### src/rtl/fc_pkg.sv
// Shared types and helpers for the fully-connected classifier back-end.
// Contents: FSM state type, default class count, sign-magnitude conversion helper.
package fc_pkg;

  typedef enum logic [1:0] {IDLE, SCAN, DONE} state_t;

  localparam int unsigned NUM_CLASSES_DEF = 10;
  localparam int unsigned LOGIT_W_DEF     = 8;
  localparam int unsigned IDX_W           = 4;

  // Sign-magnitude to two's complement at the default logit width; -0 maps to 0.
  function automatic logic [LOGIT_W_DEF-1:0] sm_to_tc(input logic [LOGIT_W_DEF-1:0] x);
    logic [LOGIT_W_DEF-1:0] mag;
    mag = {1'b0, x[LOGIT_W_DEF-2:0]};
    return x[LOGIT_W_DEF-1] ? (LOGIT_W_DEF'(0) - mag) : mag;
  endfunction

endpackage

### src/rtl/fc_argmax_if.sv
// Result port of fc_argmax: valid/ready handshake carrying the winning class.
// master: out_valid, class_idx, max_score, margin (out); out_ready (in).
// slave : mirror of master.
interface fc_argmax_if #(
  parameter int unsigned DATA_WIDTH = 8
);
  logic                  out_valid;
  logic                  out_ready;
  logic [3:0]            class_idx;
  logic [DATA_WIDTH-1:0] max_score;
  logic [DATA_WIDTH:0]   margin;

  modport master (output out_valid, class_idx, max_score, margin, input out_ready);
  modport slave  (input out_valid, class_idx, max_score, margin, output out_ready);
endinterface

### src/rtl/fc_logit_norm.sv
// Combinational normalisation of one logit to two's complement.
// Ports: raw (in, DATA_WIDTH) logit as received; norm_c (out, DATA_WIDTH) two's complement value.
// SIGN_MAG=1 treats raw as {sign, magnitude}; SIGN_MAG=0 passes raw through.
module fc_logit_norm #(
  parameter int unsigned DATA_WIDTH = 8,
  parameter bit          SIGN_MAG   = 1'b1
) (
  input  logic [DATA_WIDTH-1:0] raw,
  output logic [DATA_WIDTH-1:0] norm_c
);

  logic [DATA_WIDTH-1:0] mag;

  // Negating a zero magnitude yields zero, so negative zero needs no special case.
  always_comb begin
    mag    = {1'b0, raw[DATA_WIDTH-2:0]};
    norm_c = raw;
    if (SIGN_MAG) begin
      norm_c = raw[DATA_WIDTH-1] ? (DATA_WIDTH'(0) - mag) : mag;
    end
  end

endmodule

### src/rtl/fc_argmax.sv
// Classifier back-end: snapshots NUM_CLASSES logits on start, scans them one per cycle
// and reports winning index, its score and the top-1/top-2 margin.
// Ports: clk, rst (sync, active high), start (pulse), logits (packed bus, class k at
// [DATA_WIDTH*k +: DATA_WIDTH]), busy (SCAN/DONE), res (fc_argmax_if.master result port).
module fc_argmax
  import fc_pkg::*;
#(
  parameter int unsigned DATA_WIDTH  = 8,
  parameter int unsigned NUM_CLASSES = NUM_CLASSES_DEF,
  parameter bit          SIGN_MAG    = 1'b1
) (
  input  logic                              clk,
  input  logic                              rst,
  input  logic                              start,
  input  logic [NUM_CLASSES*DATA_WIDTH-1:0] logits,
  output logic                              busy,
  fc_argmax_if.master                       res
);

  localparam int unsigned CNT_W = $clog2(NUM_CLASSES + 1);
  localparam int unsigned SEL_W = $clog2(NUM_CLASSES);

  state_t                       state;
  logic [CNT_W-1:0]             cnt;
  logic [DATA_WIDTH-1:0]        snap [NUM_CLASSES];
  logic [DATA_WIDTH-1:0]        cur_raw;
  logic signed [DATA_WIDTH-1:0] cur;
  logic signed [DATA_WIDTH-1:0] best;
  logic signed [DATA_WIDTH-1:0] second;
  logic [IDX_W-1:0]             best_idx;
  logic [DATA_WIDTH:0]          diff_c;

  // Element under scan; only consumed while cnt < NUM_CLASSES.
  always_comb cur_raw = snap[cnt[SEL_W-1:0]];

  fc_logit_norm #(
    .DATA_WIDTH (DATA_WIDTH),
    .SIGN_MAG   (SIGN_MAG)
  ) u_norm (
    .raw    (cur_raw),
    .norm_c (cur)
  );

  // Sign-extended difference at DATA_WIDTH+1 bits cannot overflow.
  always_comb diff_c = {best[DATA_WIDTH-1], best} - {second[DATA_WIDTH-1], second};

  // Control FSM with best/second tracking; the extra SCAN step at cnt == NUM_CLASSES
  // registers the result.
  always_ff @(posedge clk) begin
    if (rst) begin
      state         <= IDLE;
      cnt           <= '0;
      best          <= '0;
      second        <= '0;
      best_idx      <= '0;
      busy          <= 1'b0;
      res.out_valid <= 1'b0;
      res.class_idx <= '0;
      res.max_score <= '0;
      res.margin    <= '0;
    end else begin
      case (state)
        IDLE: begin
          if (start) begin
            for (int k = 0; k < int'(NUM_CLASSES); k++) begin
              snap[k] <= logits[DATA_WIDTH*k +: DATA_WIDTH];
            end
            cnt   <= '0;
            busy  <= 1'b1;
            state <= SCAN;
          end
        end
        SCAN: begin
          if (cnt == CNT_W'(NUM_CLASSES)) begin
            res.class_idx <= best_idx;
            res.max_score <= best;
            res.margin    <= diff_c;
            res.out_valid <= 1'b1;
            state         <= DONE;
          end else begin
            if (cnt == '0) begin
              best     <= cur;
              best_idx <= '0;
              second   <= {1'b1, {(DATA_WIDTH-1){1'b0}}};
            end else if (cur > best) begin
              second   <= best;
              best     <= cur;
              best_idx <= IDX_W'(cnt);
            end else if (cur > second) begin
              second <= cur;
            end
            cnt <= cnt + CNT_W'(1);
          end
        end
        DONE: begin
          if (res.out_ready) begin
            res.out_valid <= 1'b0;
            busy          <= 1'b0;
            state         <= IDLE;
          end
        end
        default: state <= IDLE;
      endcase
    end
  end

endmodule

### src/flat_wrapper.sv
// flat-port wrapper written by rule: the top's interface ports become plain ports
module fc_argmax_flat import fc_pkg::*;
#(
  parameter int unsigned DATA_WIDTH  = 8,
  parameter int unsigned NUM_CLASSES = NUM_CLASSES_DEF,
  parameter bit          SIGN_MAG    = 1'b1
)
  (clk, rst, start, logits, busy, res_out_valid, res_class_idx, res_max_score, res_margin, res_out_ready);
  fc_argmax_if #(.DATA_WIDTH(DATA_WIDTH)) res_i ();
  input  logic clk;
  input  logic rst;
  input  logic start;
  input  logic [NUM_CLASSES*DATA_WIDTH-1:0] logits;
  output logic busy;
  output wire logic [$bits(res_i.out_valid)-1:0] res_out_valid;
  output wire logic [$bits(res_i.class_idx)-1:0] res_class_idx;
  output wire logic [$bits(res_i.max_score)-1:0] res_max_score;
  output wire logic [$bits(res_i.margin)-1:0] res_margin;
  input wire logic [$bits(res_i.out_ready)-1:0] res_out_ready;
  assign res_out_valid = res_i.out_valid;
  assign res_class_idx = res_i.class_idx;
  assign res_max_score = res_i.max_score;
  assign res_margin = res_i.margin;
  assign res_i.out_ready = res_out_ready;
  fc_argmax #(.DATA_WIDTH(DATA_WIDTH), .NUM_CLASSES(NUM_CLASSES), .SIGN_MAG(SIGN_MAG)) u_core (.clk(clk), .rst(rst), .start(start), .logits(logits), .busy(busy), .res(res_i));
endmodule
### config.mk
export PLATFORM = sky130hd
export DESIGN_NAME = fc_argmax_flat
export DESIGN_NICKNAME = d
export VERILOG_FILES = /design/src/rtl/fc_pkg.sv /design/src/rtl/fc_argmax_if.sv /design/src/rtl/fc_logit_norm.sv /design/src/rtl/fc_argmax.sv /design/src/flat_wrapper.sv
export SDC_FILE = /design/constraint.sdc
export NUM_CORES = 1
export LEC_CHECK = 0
export ABC_AREA = 1
export CAP_MARGIN = 25
export CORE_MARGIN = 1.5
export CORE_UTILIZATION = 55
export CTS_CLUSTER_DIAMETER = 120
export DETAILED_ROUTE_END_ITERATION = 12
export HOLD_SLACK_MARGIN = 0.1
export PLACE_DENSITY = 0.82
export RECOVER_POWER = 100
export SYNTH_ARGS = -nofsm -noshare
export SYNTH_HDL_FRONTEND = slang
export SYNTH_HIERARCHICAL = 1
export SYNTH_SLANG_ARGS = --single-unit
### constraint.sdc
create_clock -name clk -period 11.3 [get_ports clk]
set_input_delay 1.695 -clock clk [delete_from_list [all_inputs] [get_ports clk]]
set_output_delay 1.695 -clock clk [all_outputs]
set_load 0.01 [all_outputs]
---- Word-level counts from Yosys, hierarchy flattened ----
Memory sizes are Yosys's and may differ from the RTL's. A register that Yosys moved wholly into a read port is not among the register bits.
Cells that the tools add are included.
word-level totals
  register bits after elaboration ......... 49
  input port bits ......................... 84
  memories ................................ 1
  output and inout port bits .............. 23
  memory bits (writable) .................. 80
memory list
  memory       depth  width  rd ports  clocked after Yosys merged registers in  write ports  RTL line         RTL
  u_core.snap  10     8      1         1                                        10           fc_argmax.sv:25  logic [DATA_WIDTH-1:0] snap [NUM_CLASSES];
cells by class
  add/sub/neg operators ................... 3
  bitwise operators ....................... 1
  muxes and demuxes ....................... 26
  equality and inequality tests ........... 7
  reduce and logical (&&, ||, !) cells .... 14
  $lt $le $gt $ge ......................... 2
operator list
  kind                 number
  $mux 8               6
  $mux 4               6
  $reduce_and 3->1     6
  $gt 8x8->1           2
  $sub 8x8->9          1
  $pmux 4 s2           1
  $reduce_bool 2->1    4
  $sub 1x7->8 const A  1
  $mux 1               7
  $mux 2               3
  $ne 2x2->1 const B   3
  $pmux 2 s3           1
  $add 4x1->4 const B  1
  $eq 4x4->1 const B   1
  $logic_not 4->1      1
  $pmux 1 s2           2
  $reduce_bool 3->1    1
  $eq 2x1->1 const B   1
  $eq 2x2->1 const B   1
  $logic_not 2->1      1
  $ne 2x1->1 const B   1
  $reduce_and 2->1     1
  $not 1->1            1

---- Depth between registers and ports, before layout ----
  word-level depth ........................ 6
  gate-level depth with buffers ........... 27

---- Hierarchy ----
Netlist, hierarchy kept.
by module, submodules not included
  module         cells each  instances  sequential area each (um^2)  area an instance (um^2)
  fc_argmax      592         1          3,463.3                      6,258.5
  fc_logit_norm  40          1          0.0                          196.4

---- Worst setup path before layout ----
Ideal clock, no wire load.
  kind .................................... input -> register
  start point ............................. input port start
  end point ............................... memory u_core.snap[0][0] (enable)
  setup time .............................. 0.520 ns
  arrival ................................. 5.140 ns
  setup slack ............................. 5.640 ns
  stages on the path ...................... 2
  data required time ...................... 10.780 ns
  cells stage by stage .................... nand2_1 -> nor2_1
RTL lines
  what                RTL line            RTL
  start: declaration  flat_wrapper.sv:12  input logic start;
  end: declaration    fc_argmax.sv:25

==> metrics.md <==
| Metric | Value |
|---|---|
| Status | complete, but fails checks |
| Failing checks | capacitance limit, slew limit |
| Largest family of logic cells by synthesized area | simple AND/OR/NAND/NOR gates |
| Simple-Gate Fraction of Synth Area | 0.1644 |
| CTS H-tree lvls | 4 |
| DR vias | between 4000 and 5000 |
| Final ANT Viol Nets | 0 |
| WL/cell | about 16 um |
| Top delay family on crit path | buffers and inverters |
| Post-CTS Resized | 0 |
| Total routing usage reported by global routing | 0.2437 |
| Synth Area in Adders | 0.05738 |
| CTS Buffer Depth | 2 |
| Hold WC Path Type | reg -> reg |
| Cts bufs inserted | 17 |
| Max_slew headroom | -1.757 |
| IO Port Bufs | approximately 110 |
| Fraction of layout cells with a size suffix above 1 | 0.1217 |
| Max cap viols | 1 |
| Vias in the first global route | 4749 |
| Post-synthesis net count | 745 |
| Chip Width | 111.3 um |
| Clock slew at reported path FFs | 0.06 ns |
| Initial Utilization | 0.5653 |
| Crit-path cells | dlygate4sd3_1 > clkbuf_1 > nor2_4 > clkbuf_1 |
| Initial antenna violation count | 1 |
| Mapped Area | 6455 um^2 |
| Max Transition Viols Final | 82 |
| Clk sinks | 133 |
| Standard-cell row count | 39 |
| Final hold vios | 0 |
| CP Buf/Inv Count | 3 |
| Wirelength, routed | ~14 mm |
| CTS Root Cell | clkbuf_16 |
| Max Fclk | 166.1 MHz |
| Flops & latches, synth | around 130 |
| P_leak | 3.317 nW |
| Power Dens Cells | ~180 nW/um^2 |
| Routability Congestion | 0.9069 |
| Nets | 848 |
| Post-synthesis xor/xnor area fraction | 0.008141 |
| Final period util | 0.5327 |
| Met1 Use GR | 0.2998 |
| Min Hold Slack | 0.4678 ns |
| First-pass GRT wire length | 23.45 mm |
| GRT busiest layer | met2 |
| Drc violations | 0 |
| Post-DP HPWL | 10.46 mm |
| CP Capture Type | flop |
| Largest net degree at the start of global routing | 82 |
| GR Overflow Total | 0 |
| Final Critical Period | 6.019 ns |
| # setup viols final | 0 |
| CP Data Arrival Time | 5.94 ns |
| Hold Buf Count CTS | 0 |
| Die height | 111.3 um |
| Commonest non-fill, non-tap cell in the layout | dlygate4sd3_1 |
| CTS tree | yes |
| Seq/Total Area, Yosys | 0.5365 |
| Cell mode on critical path | clkbuf_1 |
| Setup Fix Bufs, Post-CTS | 0 |
| Worst skew pair latency | roughly 0.42 ns |
| RSZ-0062 raised after global routing | no |
| Initial DRC count | 365 |
| Slowest-stage cell, CP | clkbuf_1 |
| DR pass1 iterations | 5 |
| Core area | 11420 um^2 |
| Commonest non-fill, non-tap cells in the layout | 104 x dlygate4sd3_1, 80 x edfxtp_1, 79 x inv_1, 65 x nand2_1, 52 x dfxtp_1 |
| Post-synthesis compound-gate area fraction | 0.1194 |
| GRT met2 Usage | 0.4082 |
| Met3 Use GR | 0.05770 |
| Critical path type | in -> reg |
| Actual slew at the worst max-slew pin | between 4 and 5 ns |
| Post-synthesis mux area share | 0.03722 |
| Post-synthesis cell type count | 42 |
| TNS Setup | 0 ns |
| Synthesis-to-layout area growth | 25.12% |
| Setup Skew | 0.007424 ns |
| Syn_area_per_cell | 10.21 um^2 |
| CP max FO | 81 |
| Drt via density | 5.397 |
| Kind of start point of the critical path | input port |
| CP max stage delay | 2.89 ns |
| WP data required | around 11 ns |
| Total die area | 12400 um^2 |
| I/O pins | 107 |
| Yosys Warn Count | 6 |
| Syn Inst Count | roughly 630 |
| Worst VDD drop | approximately 0.13 mV |
-- cell type report --
cell class / instances / area, um^2
antenna: 1 / 2.502
clock buffer: 18 / 429.2
inverter: 86 / 322.8
multi-input combinational: 387 / 2426
timing repair buffer: 110 / 1084
clock inverter: 14 / 168.9
fill: 795 / 3342
tap: 143 / 178.9
sequential: 133 / 3465
-- flip-flops by register name, indices dropped and copies added (netlist names), named ones only --
signal and flops:
u_core/second 8, u_core/res.margin 9, u_core/res.class_idx 4, u_core/res.out_valid 1
u_core/best_idx 4, u_core/res.max_score 8, u_core/cnt 4, u_core/best 8
u_core/state 2, u_core/busy 1, u_core/snap 80
-- metrics by stage --
| step | area (um^2) | util | power, mW | std cells | setup slack [ns] |
|---|---|---|---|---|---|
| after floorplan | 6455 | - | 0.8263 | 632 | 5.640 |
| after global placement | 7552 | 0.6614 | 0.9030 | 858 | 7.143 |
| after detailed placement | 7552 | 0.6614 | 0.9150 | 858 | 6.958 |
| after CTS | 8150 | 0.7138 | 1.467 | 890 | 6.935 |
| after global routing | 8077 | 0.7073 | 1.520 | 892 | 4.874 |
| final | 8077 | 0.7073 | 1.448 | 892 | 5.281 |
-- worst reg2reg max path, delay by kind of cell (launching register included) --
kind / cells / cell delay, ns
and+or+nand+nor: 14 / 2.75
adders and majority gates: 2 / 0.77
DFF: 1 / 0.70
AOI/OAI and AO/OA: 4 / 0.90
buffers and inverters: 3 / 0.65
-- cells in the mapped netlist (all sizes together) --
library cell | count | area (um^2)
xor2 | 5 | 43.79
ha | 28 | 350.3
nand3 | 41 | 267.8
edfxtp | 80 | 2402
mux2i | 24 | 240.2
inv | 84 | 315.3
xnor2 | 1 | 8.760
nor3b | 1 | 7.510
nand3b | 3 | 22.52
clkbuf | 15 | 76.33
a21oi | 57 | 330.3
a211oi | 2 | 15.01
fa | 1 | 20.02
a31o | 1 | 8.760
nand2 | 85 | 430.4
o21ai | 55 | 275.3
clkinv | 2 | 7.510
nor3 | 4 | 20.02
dfxtp | 53 | 1061
nor2 | 48 | 231.5
buf | 11 | 97.59
a31oi | 1 | 6.260
a21o | 2 | 15.01
o211ai | 16 | 120.1
nand4 | 12 | 81.33
-- power by group --
part / total [mW] / internal (mW) / switching (mW)
clock network: 0.555 / 0.332 / 0.223
registers: 0.556 / 0.543 / 0.0129
logic: 0.337 / 0.126 / 0.211
total: 1.45 / 1.00 / 0.447
-- logic make-up after synthesis --
| logic type | count (synthesis) |
|---|---|
| and+or+nand+nor | 194 |
| AOI/OAI and AO/OA | 134 |
| DFF | 133 |
| buffers and inverters | 112 |
| adders and majority gates | 29 |
| muxes | 24 |
| xor gates and xnor gates | 6 |
-- routing by layer --
metal,share of wire,vias up
li1,-,2376
met1,0.42,2223
met2,0.50,177
met3,0.057,38
met4,0.026,0
met5,0,-
-- path summary, 6_finish.rpt --
kind | cells past startpoint | endpoint | slack (ns) | start
max | 4 | u_core/snap[9][4] | 5.28 | rst
min | 2 | u_core/res.out_valid | 0.47 | u_core/res.out_valid
max reg2reg | 23 | u_core/second[3] | 5.41 | flop
min reg2reg | 2 | u_core/res.out_valid | 0.47 | u_core/res.out_valid
No activity file was read; power rests on OpenSTA's default activity.
